### src/rtl/pp_pkg.sv
`default_nettype none
// +--------------------------------------------------------------------------+
// | Module   : pp_pkg                                                         |
// | Brief    : Shared types and column-geometry helpers for the PP datapath.  |
// | Revision : 1.0                                                            |
// +--------------------------------------------------------------------------+
package pp_pkg;

    typedef enum logic [0:0] {
        IDLE = 1'b0,
        EMIT = 1'b1
    } pp_state_e;

    // Number of partial-product bits in weight column k of an n x n array.
    function automatic int col_height_f(input int k, input int n);
        return (k < n) ? k + 1 : 2 * n - 1 - k;
    endfunction

    // Lowest row index that contributes to weight column k.
    function automatic int col_first_row_f(input int k, input int n);
        return (k > n - 1) ? k - n + 1 : 0;
    endfunction

endpackage
`default_nettype wire

### src/rtl/pp_col_select.sv
`default_nettype none
// +--------------------------------------------------------------------------+
// | Module   : pp_col_select                                                  |
// | Brief    : Combinational extraction of one packed partial-product column. |
// | Revision : 1.0                                                            |
// +--------------------------------------------------------------------------+
module pp_col_select
    import pp_pkg::*;
#(
    parameter  int N     = 8,
    parameter  int TRUNC = 0,
    localparam int KW    = $clog2(2 * N - 1),
    localparam int HW    = $clog2(N + 1)
) (
    input  logic [N-1:0]  a,
    input  logic [N-1:0]  b,
    input  logic [KW-1:0] k,
    output logic [N-1:0]  bits,
    output logic [HW-1:0] height
);

    localparam int IW = $clog2(N);

    always_comb begin
        int kk;
        int i0;
        int h;
        kk     = int'(k);
        i0     = col_first_row_f(kk, N);
        h      = col_height_f(kk, N);
        bits   = '0;
        height = '0;
        // Truncated columns still exist as beats but carry no bits.
        if (kk >= TRUNC && kk <= 2 * N - 2) begin
            height = HW'(h);
            for (int p = 0; p < N; p++) begin
                if (p < h) begin
                    bits[p] = a[IW'(kk - i0 - p)] & b[IW'(i0 + p)];
                end
            end
        end
    end

endmodule
`default_nettype wire

### src/rtl/pp_column_feeder.sv
`default_nettype none
// +--------------------------------------------------------------------------+
// | Module   : pp_column_feeder                                               |
// | Brief    : Streams the AND partial-product array one column per beat.     |
// | Revision : 1.0                                                            |
// +--------------------------------------------------------------------------+
module pp_column_feeder
    import pp_pkg::*;
#(
    parameter  int N     = 8,
    parameter  int TRUNC = 0,
    localparam int KW    = $clog2(2 * N - 1),
    localparam int HW    = $clog2(N + 1)
) (
    input  logic          clk,
    input  logic          rst,
    input  logic          in_valid,
    output logic          in_ready,
    input  logic [N-1:0]  in_a,
    input  logic [N-1:0]  in_b,
    output logic          out_valid,
    input  logic          out_ready,
    output logic [N-1:0]  col_bits,
    output logic [HW-1:0] col_height,
    output logic [KW-1:0] col_idx,
    output logic          col_last
);

    localparam logic [KW-1:0] c_last_col = KW'(2 * N - 2);

    pp_state_e     r_state;
    pp_state_e     w_state_nxt;
    logic [N-1:0]  r_a;
    logic [N-1:0]  r_b;
    logic [KW-1:0] r_col;
    logic [KW-1:0] w_col_nxt;
    logic          w_accept;
    logic [N-1:0]  w_bits;
    logic [HW-1:0] w_height;

    pp_col_select #(
        .N     (N),
        .TRUNC (TRUNC)
    ) u_col_select (
        .a      (r_a),
        .b      (r_b),
        .k      (r_col),
        .bits   (w_bits),
        .height (w_height)
    );

    always_comb begin
        w_state_nxt = r_state;
        w_col_nxt   = r_col;
        in_ready    = 1'b0;
        out_valid   = 1'b0;
        w_accept    = 1'b0;
        case (r_state)
            IDLE: begin
                in_ready = 1'b1;
                if (in_valid) begin
                    w_accept    = 1'b1;
                    w_col_nxt   = '0;
                    w_state_nxt = EMIT;
                end
            end
            EMIT: begin
                out_valid = 1'b1;
                if (out_ready) begin
                    if (r_col == c_last_col) begin
                        w_col_nxt   = '0;
                        w_state_nxt = IDLE;
                    end else begin
                        w_col_nxt = r_col + 1'b1;
                    end
                end
            end
            default: w_state_nxt = IDLE;
        endcase
    end

    always_ff @(posedge clk) begin
        if (rst) begin
            r_state <= IDLE;
            r_col   <= '0;
            r_a     <= '0;
            r_b     <= '0;
        end else begin
            r_state <= w_state_nxt;
            r_col   <= w_col_nxt;
            if (w_accept) begin
                r_a <= in_a;
                r_b <= in_b;
            end
        end
    end

    // Column payload is blanked outside EMIT so idle outputs read as zero.
    assign col_bits   = out_valid ? w_bits : '0;
    assign col_height = out_valid ? w_height : '0;
    assign col_idx    = r_col;
    assign col_last   = out_valid && (r_col == c_last_col);

endmodule
`default_nettype wire
### config.mk
export PLATFORM = sky130hd
export DESIGN_NAME = pp_column_feeder
export DESIGN_NICKNAME = d
export VERILOG_FILES = /design/src/rtl/pp_pkg.sv /design/src/rtl/pp_col_select.sv /design/src/rtl/pp_column_feeder.sv
export SDC_FILE = /design/constraint.sdc
export NUM_CORES = 1
export LEC_CHECK = 0
export ABC_AREA = 0
export BUFFER_PORTS_ARGS = -buffer_cell sky130_fd_sc_hd__buf_2
export CAP_MARGIN = 20
export CORE_ASPECT_RATIO = 0.7
export CORE_MARGIN = 8
export CORE_UTILIZATION = 56
export DETAILED_ROUTE_END_ITERATION = 10
export PLACE_DENSITY_LB_ADDON = 0.25
export SLEW_MARGIN = 20
export SYNTH_ARGS = -nofsm -noshare
export SYNTH_HDL_FRONTEND = slang
export SYNTH_SLANG_ARGS = --single-unit
### constraint.sdc
create_clock -name clk -period 3 [get_ports clk]
set_clock_uncertainty 0.05 [all_clocks]
set_input_delay 0.3 -clock clk [delete_from_list [all_inputs] [get_ports clk]]
set_output_delay 0.3 -clock clk [all_outputs]
set_load 0.03 [all_outputs]
==> summary by stage <==
Cells and area
After routing the design area is 2715 µm². The utilization after layout is 0.7778. After the last flow step, the layout net total stands at 340. Across the whole layout, storage elements account for 429.2 µm². The combined area of the multi-input logic cells is 1720 µm². Leaving out fill and tap cells, the most frequent cell in the layout is nand2_1. The number of antenna diodes in the final layout is 0. Compared with the post-synthesis result, the final layout area differs by 34.20%. The library cells used most frequently in the layout, excluding fill and tap cells, are nand2_1, buf_2, mux2i_1, buf_4, a21oi_1. After filler insertion, the fill cell instance count of the layout stands at 218. Of the cells placed in the final design, the portion with a size suffix greater than 1 is 0.3698.

Placement
At the placement stage, the worst setup path has a slack of 0.1413 ns. The final estimated routing congestion in global placement is 0.9228. The wire-length estimate of the detail-placed layout is 4557 µm. The instance area after placement is 2340 µm². The quantity of I/O buffers inserted on ports is 38.

Detailed routing
The via density per instance is 6.499. After the first detailed-routing iteration, the DRC count stood at 369. Across all layers, the routed design uses 2346 vias. The remaining routing DRC violations is 0.

The number of routed nets with antenna violations is 0. The detail-routed net length per standard cell is 19.43 µm. For this run, the detailed router's first-pass iteration total came to 5. The final wirelength is 7013 µm.

Yosys
The most used flip-flop cell after synthesis is dfxtp_1. The portion of synthesized cell area occupied by the leading cell type is 0.2078. The Yosys step of the flow raised 0 warnings. In this run, distinct cell masters in the synthesized netlist total 54. The number of register bits inferred by synthesis is 21. The post-synthesis xor/xnor area fraction is 0.02597. The adder and majority gate portion of the synthesized area is 0.04947.

The cell count after synthesis is 261. For this run, asynchronously set or reset flops after synthesis account for 0. The synthesized-area fraction occupied by ao, oa, aoi and oai cells is 0.2103. The synthesized net count is 289. Yosys attributes the largest share of cell area to dfxtp_1, mux2i_1, nand2_1.

By area, the combinational part of the netlist is dominated by simple AND/OR/NAND/NOR gates. The average instance area after synthesis is 7.752 µm². Yosys mapped a number of flops with a built-in enable equal to 0. The post-synthesis cell area is 2023 µm². The proportion of synthesized chip area in sequential cells is 0.2078. Of the total synthesized cell area, the portion taken by AND, OR, NAND and NOR gates is 0.2344.

The share of synthesized area spent on multiplexers is 0.1979. The leading area contributor after synthesis is dfxtp_1.

Worst setup path
The worst setup path is of the flop to output port kind. The biggest cell delay along the critical path is 0.41 ns. The kind of cell with the highest combined delay along the critical path is buffers and inverters. The worst setup path is launched from a flop. The maximum fanout encountered on the critical timing path is 6. The cell with the biggest individual delay on the critical path is dfxtp_4.

The worst setup path is captured at an output port. Walking the worst path, the cells encountered are inv_2, ha_4, nand2b_4, inv_4, ha_4, xor2_4, buf_6, nor2b_2, a2111oi_4, buf_4, nor4_4, buf_6. At the worst endpoint, the required time is 2.65 ns.

The slack of the worst reg-to-reg path is 1.35 ns. The number of cells on the worst reg-to-reg path is 4. The launch point of the worst reg-to-reg path is r_state. The number of buffers and inverters on the critical path is 5. For the worst setup path, the data arrival time is 2.59 ns.

The worst flop-to-flop path endpoint is r_a[1].

Floorplanning
The die width is 87.84 µm. The count of standard-cell rows is 18. The I/O pin count is 39. The die covers 5823 µm². The starting density of the core is 0.5796. The die height is 66.29 µm. The core region is 3491 µm².

Global route
Entering global routing, the biggest net connects 22 pins. The number of antenna violations at the first check in global routing is 0. The total overflow left after global routing is 0.

The via count of the first global-routing pass came to 2086. The first global-routing pass estimated 10160 µm of wire. Across every metal layer, demand over resource in global routing totals 0.2158.

Min path
The kind of path behind the tightest hold check is primary input to flop. The worst hold endpoint is r_a[7]. The startpoint identified for the worst hold timing path is in_a[7]. The depth of the worst hold-timing path is 3.

Timing
The tightest slew margin relative to the limit is 0.5873. Setup violations remaining at the end of the flow were counted as 0. The final total negative setup slack is 0 ns.

Static timing analysis puts the maximum clock frequency at 340.7 MHz. In the post-route analysis, the smallest setup slack over all paths is 0.06471 ns. The period utilization is 0.9784. For the pin with the worst max-slew slack, the measured transition is 0.6176 ns. After layout, the minimum clock period comes to 2.935 ns.

The max-slew violation count is 0. The final hold violation count is 0.

Clocking
In this run the number of H-tree levels came out at 1. Clock-pin slew was measured on the worst setup and hold paths at 0.09 ns. The tree is rooted in a clkbuf_8. The number of buffers on the longest clock path is 2. CTS saw 21 sinks.

The clock latency on the worst-skew pair is 0.27 ns. The clock tree from TritonCTS is built. Clock tree synthesis inserted a total of 3 buffers.

Pwr
The share of total power dissipated in the clock network is 0.294. For this design the ratio of total power to cell area is 254.0 nW/µm². The worst-case IR drop observed on VDD is 0.2190 mV. Summed over all cells, the static leakage comes to 0.001138 µW.

Summing internal, switching and leakage power gives 689.6 µW. The share of total power dissipated in combinational logic is 0.251. Cell internal power was estimated by the tool at 458.6 µW.

The sequential share of power is 0.455. For this design the total switching power over the nets is 230.9 µW. The switching fraction of total power is 0.3349.

Status
The run finished with clean final reports.

Flow run
Across the run, the number of max-cap violations was 0.
==> how the worst max path moves through the flow <==
stage | start | to | cells past startpoint
2_1_floorplan | col_idx[3] | col_bits[5] | 9
3_3_place_gp | col_idx[0] | col_bits[5] | 12
3_5_place_dp | col_idx[0] | col_bits[1] | 12
4_1_cts | col_idx[0] | col_bits[3] | 8
5_1_grt | col_idx[0] | col_bits[4] | 10
6_report | col_idx[0] | col_bits[1] | 12
==> Yosys cell counts, drive strengths merged (6+ instances only) <==
master / n
a21oi: 25
nor2: 23
inv: 10
mux2i: 31
o21ai: 8
clkbuf: 8
o2111ai: 8
ha: 8
dfxtp: 21
nor2b: 6
buf: 9
nand2: 45
==> power groups by stage <==
stage               clock (µW)  combinational, µW  sequential [µW]
floorplan                    0                105              314
global placement             0                144              318
detailed placement           0                147              319
CTS                        199                155              312
global route               215                186              315
finish                     203                173              313
==> what timing repair did <==
action	in CTS	in global routing
hold buffers	0	0
cloned	1	0
resized for setup	16	38
pin swaps	1	7
buffers inserted	2	8
setup endpoints to repair	8	8
==> tightest hold or removal path, delay by kind of cell <==
kind,cells,cell delay (ns)
AOI/OAI and AO/OA,1,0.05
and+or+nand+nor,1,0.05
buffers and inverters,1,0.09
==> state kept, by name, indices dropped and copies added, names as in the netlist <==
signal and cells:
col_idx 4, r_a 8, r_b 8, r_state 1
==> cell families (layout without fill, tap and decap cells) <==
group	count (synthesis)	in the layout
and+or+nand+nor	99	99
xor gates and xnor gates	6	6
adders and majority gates	8	8
muxes	36	36
buffers and inverters	28	78
AOI/OAI and AO/OA	63	63
DFF	21	21
==> stage by stage <==
stage | hold slack, ns | instances
floorplan | 0.3191 | 261
global placement | 0.4095 | 346
detailed placement | 0.4243 | 346
CTS | 0.2130 | 353
global route | 0.2135 | 361
finish | 0.2117 | 361
==> final cells by class <==
class	count	area share
Sequential cell	21	0.1581
Timing Repair Buffer	63	0.1484
Multi-Input combinational cell	212	0.6336
Clock inverter	1	0.002765
Tap cell	50	0.02304
Clock buffer	3	0.01521
Inverter	11	0.01889
==> per-layer routing <==
metal  routed length (µm)  vias to the layer above  track usage
met5                    0                        -            0
met4                  204                        0      0.03838
met3                  689                       26      0.04218
met2                 3231                      185       0.3386
met1                 2887                     1087       0.2987
li1                     -                     1048            -
(Power assumes the default switching activity.)
